<file path="src/rtl/fetch_queue.sv">
// Instruction prefetch queue: sequential imem requests, in-order response FIFO, {pc, insn} to decode.
// Latency: response pushed at the end of its resp_vld_i cycle, visible on vld_o the next cycle.
// Backpressure: requests are credit-limited so that queued + outstanding + stale never exceeds DEPTH.

// Small circular FIFO with synchronous flush.
// Latency: push visible at the head one cycle later; no bypass.
// Backpressure: none internally; the caller guarantees no push when full without a pop.
module fetch_queue_fifo #(
    parameter int W     = 64,
    parameter int DEPTH = 4
) (
    input  logic                       clk,
    input  logic                       rst,
    input  logic                       flush,
    input  logic                       push_vld,
    input  logic [W-1:0]               push_dat,
    input  logic                       pop_rdy,
    output logic [W-1:0]               head_dat,
    output logic [$clog2(DEPTH+1)-1:0] cnt
);
    localparam int PW = $clog2(DEPTH);
    localparam int CW = $clog2(DEPTH+1);

    logic [W-1:0]  mem [DEPTH];
    logic [PW-1:0] wr_ptr;
    logic [PW-1:0] rd_ptr;

    always_ff @(posedge clk or negedge rst) begin
        if (!rst) begin
            wr_ptr <= '0;
            rd_ptr <= '0;
            cnt    <= '0;
        end else if (flush) begin
            wr_ptr <= '0;
            rd_ptr <= '0;
            cnt    <= '0;
        end else begin
            if (push_vld) wr_ptr <= wr_ptr + PW'(1);
            if (pop_rdy)  rd_ptr <= rd_ptr + PW'(1);
            cnt <= cnt + CW'(push_vld) - CW'(pop_rdy);
        end
    end

    // Storage needs no reset: the head is only observed while cnt is non-zero.
    always_ff @(posedge clk) begin
        if (push_vld && !flush) mem[wr_ptr] <= push_dat;
    end

    assign head_dat = mem[rd_ptr];
endmodule

module fetch_queue #(
    parameter int                AWIDTH    = 32,
    parameter int                DWIDTH    = 32,
    parameter int                DEPTH     = 4,
    parameter logic [AWIDTH-1:0] BOOT_ADDR = 32'h0100_0000
) (
    input  logic              clk,
    input  logic              rst,
    output logic [AWIDTH-1:0] req_addr_o,
    output logic              req_vld_o,
    input  logic              req_rdy_i,
    input  logic [DWIDTH-1:0] resp_data_i,
    input  logic              resp_vld_i,
    input  logic              redirect_i,
    input  logic [AWIDTH-1:0] redirect_pc_i,
    output logic [AWIDTH-1:0] pc_o,
    output logic [DWIDTH-1:0] insn_o,
    output logic              vld_o,
    input  logic              rdy_i,
    output logic              err_o
);
    localparam int CW = $clog2(DEPTH+1);
    localparam int SW = CW + 2;

    typedef struct packed {
        logic [AWIDTH-1:0] pc;
        logic [DWIDTH-1:0] insn;
    } entry_t;

    logic [AWIDTH-1:0] fetch_pc;
    logic [AWIDTH-1:0] resp_pc;
    logic [AWIDTH-1:0] restart_pc;
    logic [CW-1:0]     outstanding;
    logic [CW-1:0]     drop;
    logic [CW-1:0]     occ;
    logic              credit_ok;
    logic              req_fire;
    logic              resp_take;
    logic              resp_drop;
    logic              resp_stray;
    logic              full;
    logic              push;
    logic              pop;
    logic              overflow;
    entry_t            push_dat;
    entry_t            head_dat;

    // Every request reserves a FIFO slot until its response is pushed or discarded.
    assign credit_ok  = (SW'(occ) + SW'(outstanding) + SW'(drop)) < SW'(DEPTH);
    assign req_vld_o  = rst && !redirect_i && credit_ok;
    assign req_addr_o = fetch_pc;
    assign req_fire   = req_vld_o && req_rdy_i;

    assign resp_drop  = resp_vld_i && (drop != '0);
    assign resp_take  = resp_vld_i && (drop == '0) && (outstanding != '0);
    assign resp_stray = resp_vld_i && (drop == '0) && (outstanding == '0);

    assign full     = (occ == CW'(DEPTH));
    assign pop      = vld_o && rdy_i && !redirect_i;
    assign push     = resp_take && !redirect_i && (!full || pop);
    assign overflow = resp_take && !redirect_i && full && !pop;

    assign restart_pc = redirect_pc_i & ~AWIDTH'(3);
    assign push_dat   = '{pc: resp_pc, insn: resp_data_i};

    fetch_queue_fifo #(
        .W     ($bits(entry_t)),
        .DEPTH (DEPTH)
    ) u_fifo (
        .clk      (clk),
        .rst      (rst),
        .flush    (redirect_i),
        .push_vld (push),
        .push_dat (push_dat),
        .pop_rdy  (pop),
        .head_dat (head_dat),
        .cnt      (occ)
    );

    assign vld_o  = (occ != '0);
    assign pc_o   = vld_o ? head_dat.pc   : '0;
    assign insn_o = vld_o ? head_dat.insn : '0;

    always_ff @(posedge clk or negedge rst) begin
        if (!rst) begin
            fetch_pc    <= BOOT_ADDR;
            resp_pc     <= BOOT_ADDR;
            outstanding <= '0;
            drop        <= '0;
            err_o       <= 1'b0;
        end else begin
            if (resp_stray || overflow) err_o <= 1'b1;
            if (redirect_i) begin
                // In-flight requests become stale; a response arriving now is already one of them.
                fetch_pc    <= restart_pc;
                resp_pc     <= restart_pc;
                drop        <= drop + outstanding - CW'(resp_drop || resp_take);
                outstanding <= '0;
            end else begin
                if (req_fire)  fetch_pc <= fetch_pc + AWIDTH'(4);
                if (resp_take) resp_pc  <= resp_pc + AWIDTH'(4);
                if (resp_drop) drop     <= drop - CW'(1);
                outstanding <= outstanding + CW'(req_fire) - CW'(resp_take);
            end
        end
    end
endmodule

</file>
<file path="config.mk">
export PLATFORM = sky130hd
export DESIGN_NAME = fetch_queue
export DESIGN_NICKNAME = d
export VERILOG_FILES = /design/src/rtl/fetch_queue.sv
export SDC_FILE = /design/constraint.sdc
export NUM_CORES = 1
export LEC_CHECK = 0
export ABC_CLOCK_PERIOD_IN_PS = 7000
export BUFFER_PORTS_ARGS = -buffer_cell sky130_fd_sc_hd__buf_4
export CORE_ASPECT_RATIO = 1.25
export CORE_MARGIN = 2
export CORE_UTILIZATION = 58
export CTS_CLUSTER_SIZE = 14
export DETAILED_ROUTE_END_ITERATION = 10
export PLACE_DENSITY = 0.87
export SYNTH_ARGS = -nofsm -noshare
export SYNTH_HDL_FRONTEND = slang
export SYNTH_SLANG_ARGS = --single-unit
</file>
<file path="constraint.sdc">
create_clock -name clk -period 7 [get_ports clk]
set_clock_uncertainty 0.05 [all_clocks]
set_input_delay 0.7 -clock clk [delete_from_list [all_inputs] [get_ports clk]]
set_output_delay 0.7 -clock clk [all_outputs]
set_load 0.02 [all_outputs]
</file>
# Word level (Yosys, flattened, before mapping)
# Memory sizes are Yosys's and may differ from the RTL's.
# Index checks and enable logic that the tools add are counted.
# word_totals
mem_bits_rw	256
word_cells	70
out_inout_bits	99
register_bits	78
n_memories	1
# memory_table
memory	words	width	read_ports	rd_ports_with_merged_regs	wr	line_no	source
u_fifo.mem	4	64	1	0	1	24	logic [W-1:0] mem [DEPTH];
# op_classes
n_addsub	13
n_reduce_logical	30
mux	16
magnitude_cmp	1
eq_ne	1
# op_table
op	n
two-way mux 32 bit	6
adder 32 x 3 -> 32 bit (second input constant)	2
logical AND 1 bit	14
two-way mux 3 bit	4
nonzero test 2 bit	5
nonzero test 3 bit	3
subtractor 3 x 1 -> 3 bit	3
two-way mux 2 bit	4
adder 3 x 1 -> 3 bit	2
logical NOT 3 bit	2
adder 4 x 3 -> 5 bit	1
less-than comparator 5 x 3 -> 1 bit (second input constant)	1
adder 2 x 1 -> 2 bit (second input constant)	2
adder 3 x 3 -> 4 bit	1
adder 3 bit	1
== test 3 bit (second input constant)	1
logical NOT 1 bit	3
logical OR 1 bit	3
subtractor 3 x 1 -> 3 bit (second input constant)	1
two-way mux 1 bit	2

# Depth between registers and ports, before layout
# logic_depth
word_depth	8
ltp_mapped	16
ltp_nobuf	15

# By module
# Synthesis repeated with hierarchy kept, for this count alone.
# hier_totals
hier_cells	921
hier_area_um2	14401.3
# by_module_without_submodules
module	area_each_um2	instances	cells_each
fetch_queue_fifo	9688.0	1	372
fetch_queue	4713.3	1	549

# Worst setup path after synthesis
# No wires, ideal clock.
# synth_path
path_kind	reg2reg
startpoint	register outstanding[1]
endpoint	register outstanding[2]
path_buffers	1
synth_period_minus_slack_ps	3702
stages_incl_launch_ff	17
slack_ps	3298
arrival_time_ps	3520
required_time_ps	6818
setup_time_ps	132
cell_sequence	dfrtp_1 inv_1 fa_1 nor2_1 fa_1 nor3b_2 o2111ai_2 nor2_2 inv_2 clkbuf_1 ha_1 inv_1 ha_1 inv_1 fa_1 xnor2_1 nor2_1
# synth_via
elab_chain_cells	8
word_cells_on_any_way	10
# synth_lines
item	line_no	source
start: declaration	84	logic [CW-1:0] outstanding;
start signal: assignment	154	outstanding <= outstanding + CW'(req_fire) - CW'(resp_take);
adder 3 x 3 -> 4 bit	100	assign credit_ok = (SW'(occ) + SW'(outstanding) + SW'(drop)) < SW'(DEPTH);
adder 4 x 3 -> 5 bit	100	
less-than comparator 5 x 3 -> 1 bit	100	
logical AND 1 bit	101	assign req_vld_o = rst && !redirect_i && credit_ok;
logical AND 1 bit	103	assign req_fire = req_vld_o && req_rdy_i;
adder 3 x 1 -> 3 bit	154	
subtractor 3 x 1 -> 3 bit *	154	
two-way mux 3 bit *	144	if (redirect_i) begin
# Mark *: on every way between the ends. The rest lies on a longest branch, timed or not.
# A chain may end at the register's enable or synchronous reset.

# Worst setup path after layout
# Ends and elaborated chain as after synthesis.

==> impl_metrics.yaml <==
pwr:
  p_sw_share_pct: 30.6
  p_comb_share_pct: 28.4
  leakagePower_nw: 5.98
  seqPwrFrac_pct: 43.9
  peakVddDrop_v: 0.000177
  p_per_area_nw_per_um2: 320
  netSwitchingPower_w: 0.00160
  p_int_w: 0.00363
  p_clk_share_pct: 27.7
floorplan:
  ioPinCount: 169
  rows: 63
  fp.dieH_um: 177
  core_area_sq_um: 23600
  dieArea_sq_um: 25300
  start_util_pct: 59.0
  die_w_um: 143
flow_run:
  maxCapViolations: 0
final_layout:
  diodes: 0
  fin_area_sq_um: 16300
  syn_to_final_growth_pct: 17.0
  nNetsFinal: 1143
  layout-drive-gt1-share_pct: 29.1
  stdcell_count: 1364
setup_path:
  r2r_start: "outstanding[1]"
  critPathCaptureType: "register"
  r2r_setup_slack_ns: 2.85
  cp.required_ns: 7.35
  crit_type: "reg -> reg"
  cp.arrival_ns: 4.50
  path_buf_inv: 5
  critPathLaunchType: "register"
  cp_top_family: "adder cells"
  slowest_delay_ns: 0.54
  crit_chain: "inv_1 -> fa_1 -> nor2_1 -> fa_1 -> nor2_1 -> o2111ai_2 -> buf_4 -> nor2_2 -> inv_2 -> ha_1 -> inv_1 -> ha_1 -> inv_1 -> fa_1 -> xnor2_1 -> nor2_1"
  rr_endpoint: "outstanding[2]"
  ff2ff_path_depth: 16
  path_max_fanout: 22
  slowest_stage: "fa_1"
synth:
  yosysWarnings: 0
  synth_edf_count: 248
  synth.area.top_cells: "edfxtp_1 53%, dfrtp_1 13%, mux4_2 10%, and2_1 3.1%, ha_1 1.6%"
  synth.top_cell.area_share_pct: 53.4
  ys_top_cells_by_count: "248 x edfxtp_1, 72 x dfrtp_1, 70 x and2_1"
  synth.avg_cell_area_sq_um: 15.8
  synth_area_sq_um: 14000
  yosysTopAreaCell: "edfxtp_1"
  async_flop_share_pct: 23.0
  ys_types: 61
  ys_ff_latch: 322
  ys_seq_area_share_pct: 66.6
  yosys.cell_count.top_type: "edfxtp_1"
  synthFlopType: "edfxtp_1"
  synthCells: 886
sta:
  max_freq_ghz: 0.241
  timing_hold_violations_final: 0
  drv_slew: 0
  finalCritPeriodShare_pct: 59.3
  finalSetupViolations: 0
  slew_headroom_pct: 38.1
  fin_ws_ns: 2.85
  finalCriticalPeriod_ns: 4.15
  setup_tns_ns: 0
  rsz0062_at_grt: "false"
  timing.hold.ws_ns: 0.312
  max_slew.worst_pin.slew_ns: 0.929
clocking:
  cts.sinks: 322
  cts_tree: "done"
  cts_max_level: 1
  cts_buffer_depth: 3
  cts_root_buf: "clkbuf_16"
  clk_transition_reported_paths_ns: 0.06
  hold_buffers: 1
  cts-resized-gates: 0
  cts_setup_buffers: 0
  cts_buffers: 29
  clock_latency_ns: 0.54
place:
  pre_cts_ws_ns: 2.88
  dp.cells: 1309
  port_buffers: 162
  place_congestion: 0.920
  placed_area_sq_um: 15500
  hpwlAfterDp_um: 17400
run_status:
  status: "finished clean"
global_route:
  grt_util_all_layers_pct: 21.9
  grt_pass1_wl_um: 43300
  overflow: 0
  grt_start_max_net_pins: 68
  antenna_found_initial: 0
  first_global_vias: 8170
worst_hold_path:
  hold_path_class: "in -> reg"
  worstHoldPathCells: 1
  min_to: "u_fifo.mem[2][11]"
  worstHoldStart: "resp_data_i[11]"
routing:
  drt_pre_antenna_iters: 5
  drtIter0Drc: 647
  post_drt_wl_per_cell_um: 20.4
  ant_nets: 0
  wl_um: 27800
  post_drt_via_cell_ratio: 5.94
  post-route-drc-count: 0
  via_count: 8096
routing by layer:
layer  vias up  GRT usage (%)  wire length [um]
met5         -              0                 0
met4         0           6.23               578
met3        40           2.97              1470
met2       277           37.9             14300
met1      4087           29.5             11400
li1       3692              -                 -
power groups by stage:
stage	sequential (W)	combinational (W)	clock [W]
floorplan	0.00230	0.000951	0
global placement	0.00232	0.00146	0
detailed placement	0.00233	0.00150	0
CTS	0.00229	0.00151	0.00148
global route	0.00231	0.00161	0.00156
finish	0.00229	0.00148	0.00145
registers in the layout, summed over array words and instances, names as in the netlist:
register and cells:
err_o 1, u_fifo.rd_ptr 2, outstanding 3, u_fifo.wr_ptr 2, req_addr_o 30, resp_pc 30
drop 3, u_fifo.mem 248, u_fifo.cnt 3
cells by family (layout without fill, tap and decap cells):
family                     after synthesis  in the layout  share of synthesized area (%)
adders and majority gates               24             24                           2.47
xor gates and xnor gates                48             48                           3.01
AOI/OAI and AO/OA                       72             72                           3.43
and+or+nand+nor                        256            256                           10.2
DFF                                    322            322                           66.6
buffers and inverters                   77            260                           2.29
other                                    1              4                         0.0269
muxes                                   86             86                           11.9
cell type report:
class,count,area [sq um]
fill,1545,7320
clock buffer,42,805
clock inverter,12,58.8
timing repair buffer,174,1310
tap,292,365
inverter,32,120
sequential,322,9310
multi-input combinational,490,4370
through the flow:
stage | util, % | power, W
5_1_grt | 69.1 | 0.00548
3_5_place_dp | 65.4 | 0.00383
2_1_floorplan | - | 0.00325
4_1_cts | 69.1 | 0.00528
3_3_place_gp | 65.4 | 0.00379
6_report | 69.1 | 0.00522
cell usage in the layout (no fill, tap or decap), types with 6 or more instances in the layout:
master       n
a21o_1       8
a21oi_1      7
and2_1      66
and3_1      12
and4_1       6
buf_4      173
clkbuf_1    10
clkbuf_16   29
clkinv_1     6
dfrtp_1     70
edfxtp_1   248
fa_1         6
ha_1        18
inv_1       31
mux2_2      20
mux4_2      62
nand2_1     45
nand3_1     19
nand4_1     11
nor2_1      27
nor3_1      18
nor4_1      19
o21ai_0     26
or3_1        7
xnor2_1     24
xor2_1      24
how the worst max path moves through the flow:
stage | start | end | slack (ns) | cells past startpoint
3_3_place_gp | outstanding[1] | outstanding[2] | 2.96 | 16
3_5_place_dp | outstanding[1] | outstanding[2] | 2.88 | 16
4_1_cts | outstanding[1] | outstanding[2] | 2.86 | 16
2_1_floorplan | outstanding[1] | outstanding[2] | 3.30 | 16
5_1_grt | outstanding[1] | outstanding[2] | 2.52 | 16
6_report | outstanding[1] | outstanding[2] | 2.85 | 16
No activity file was read; power rests on OpenSTA's default activity.
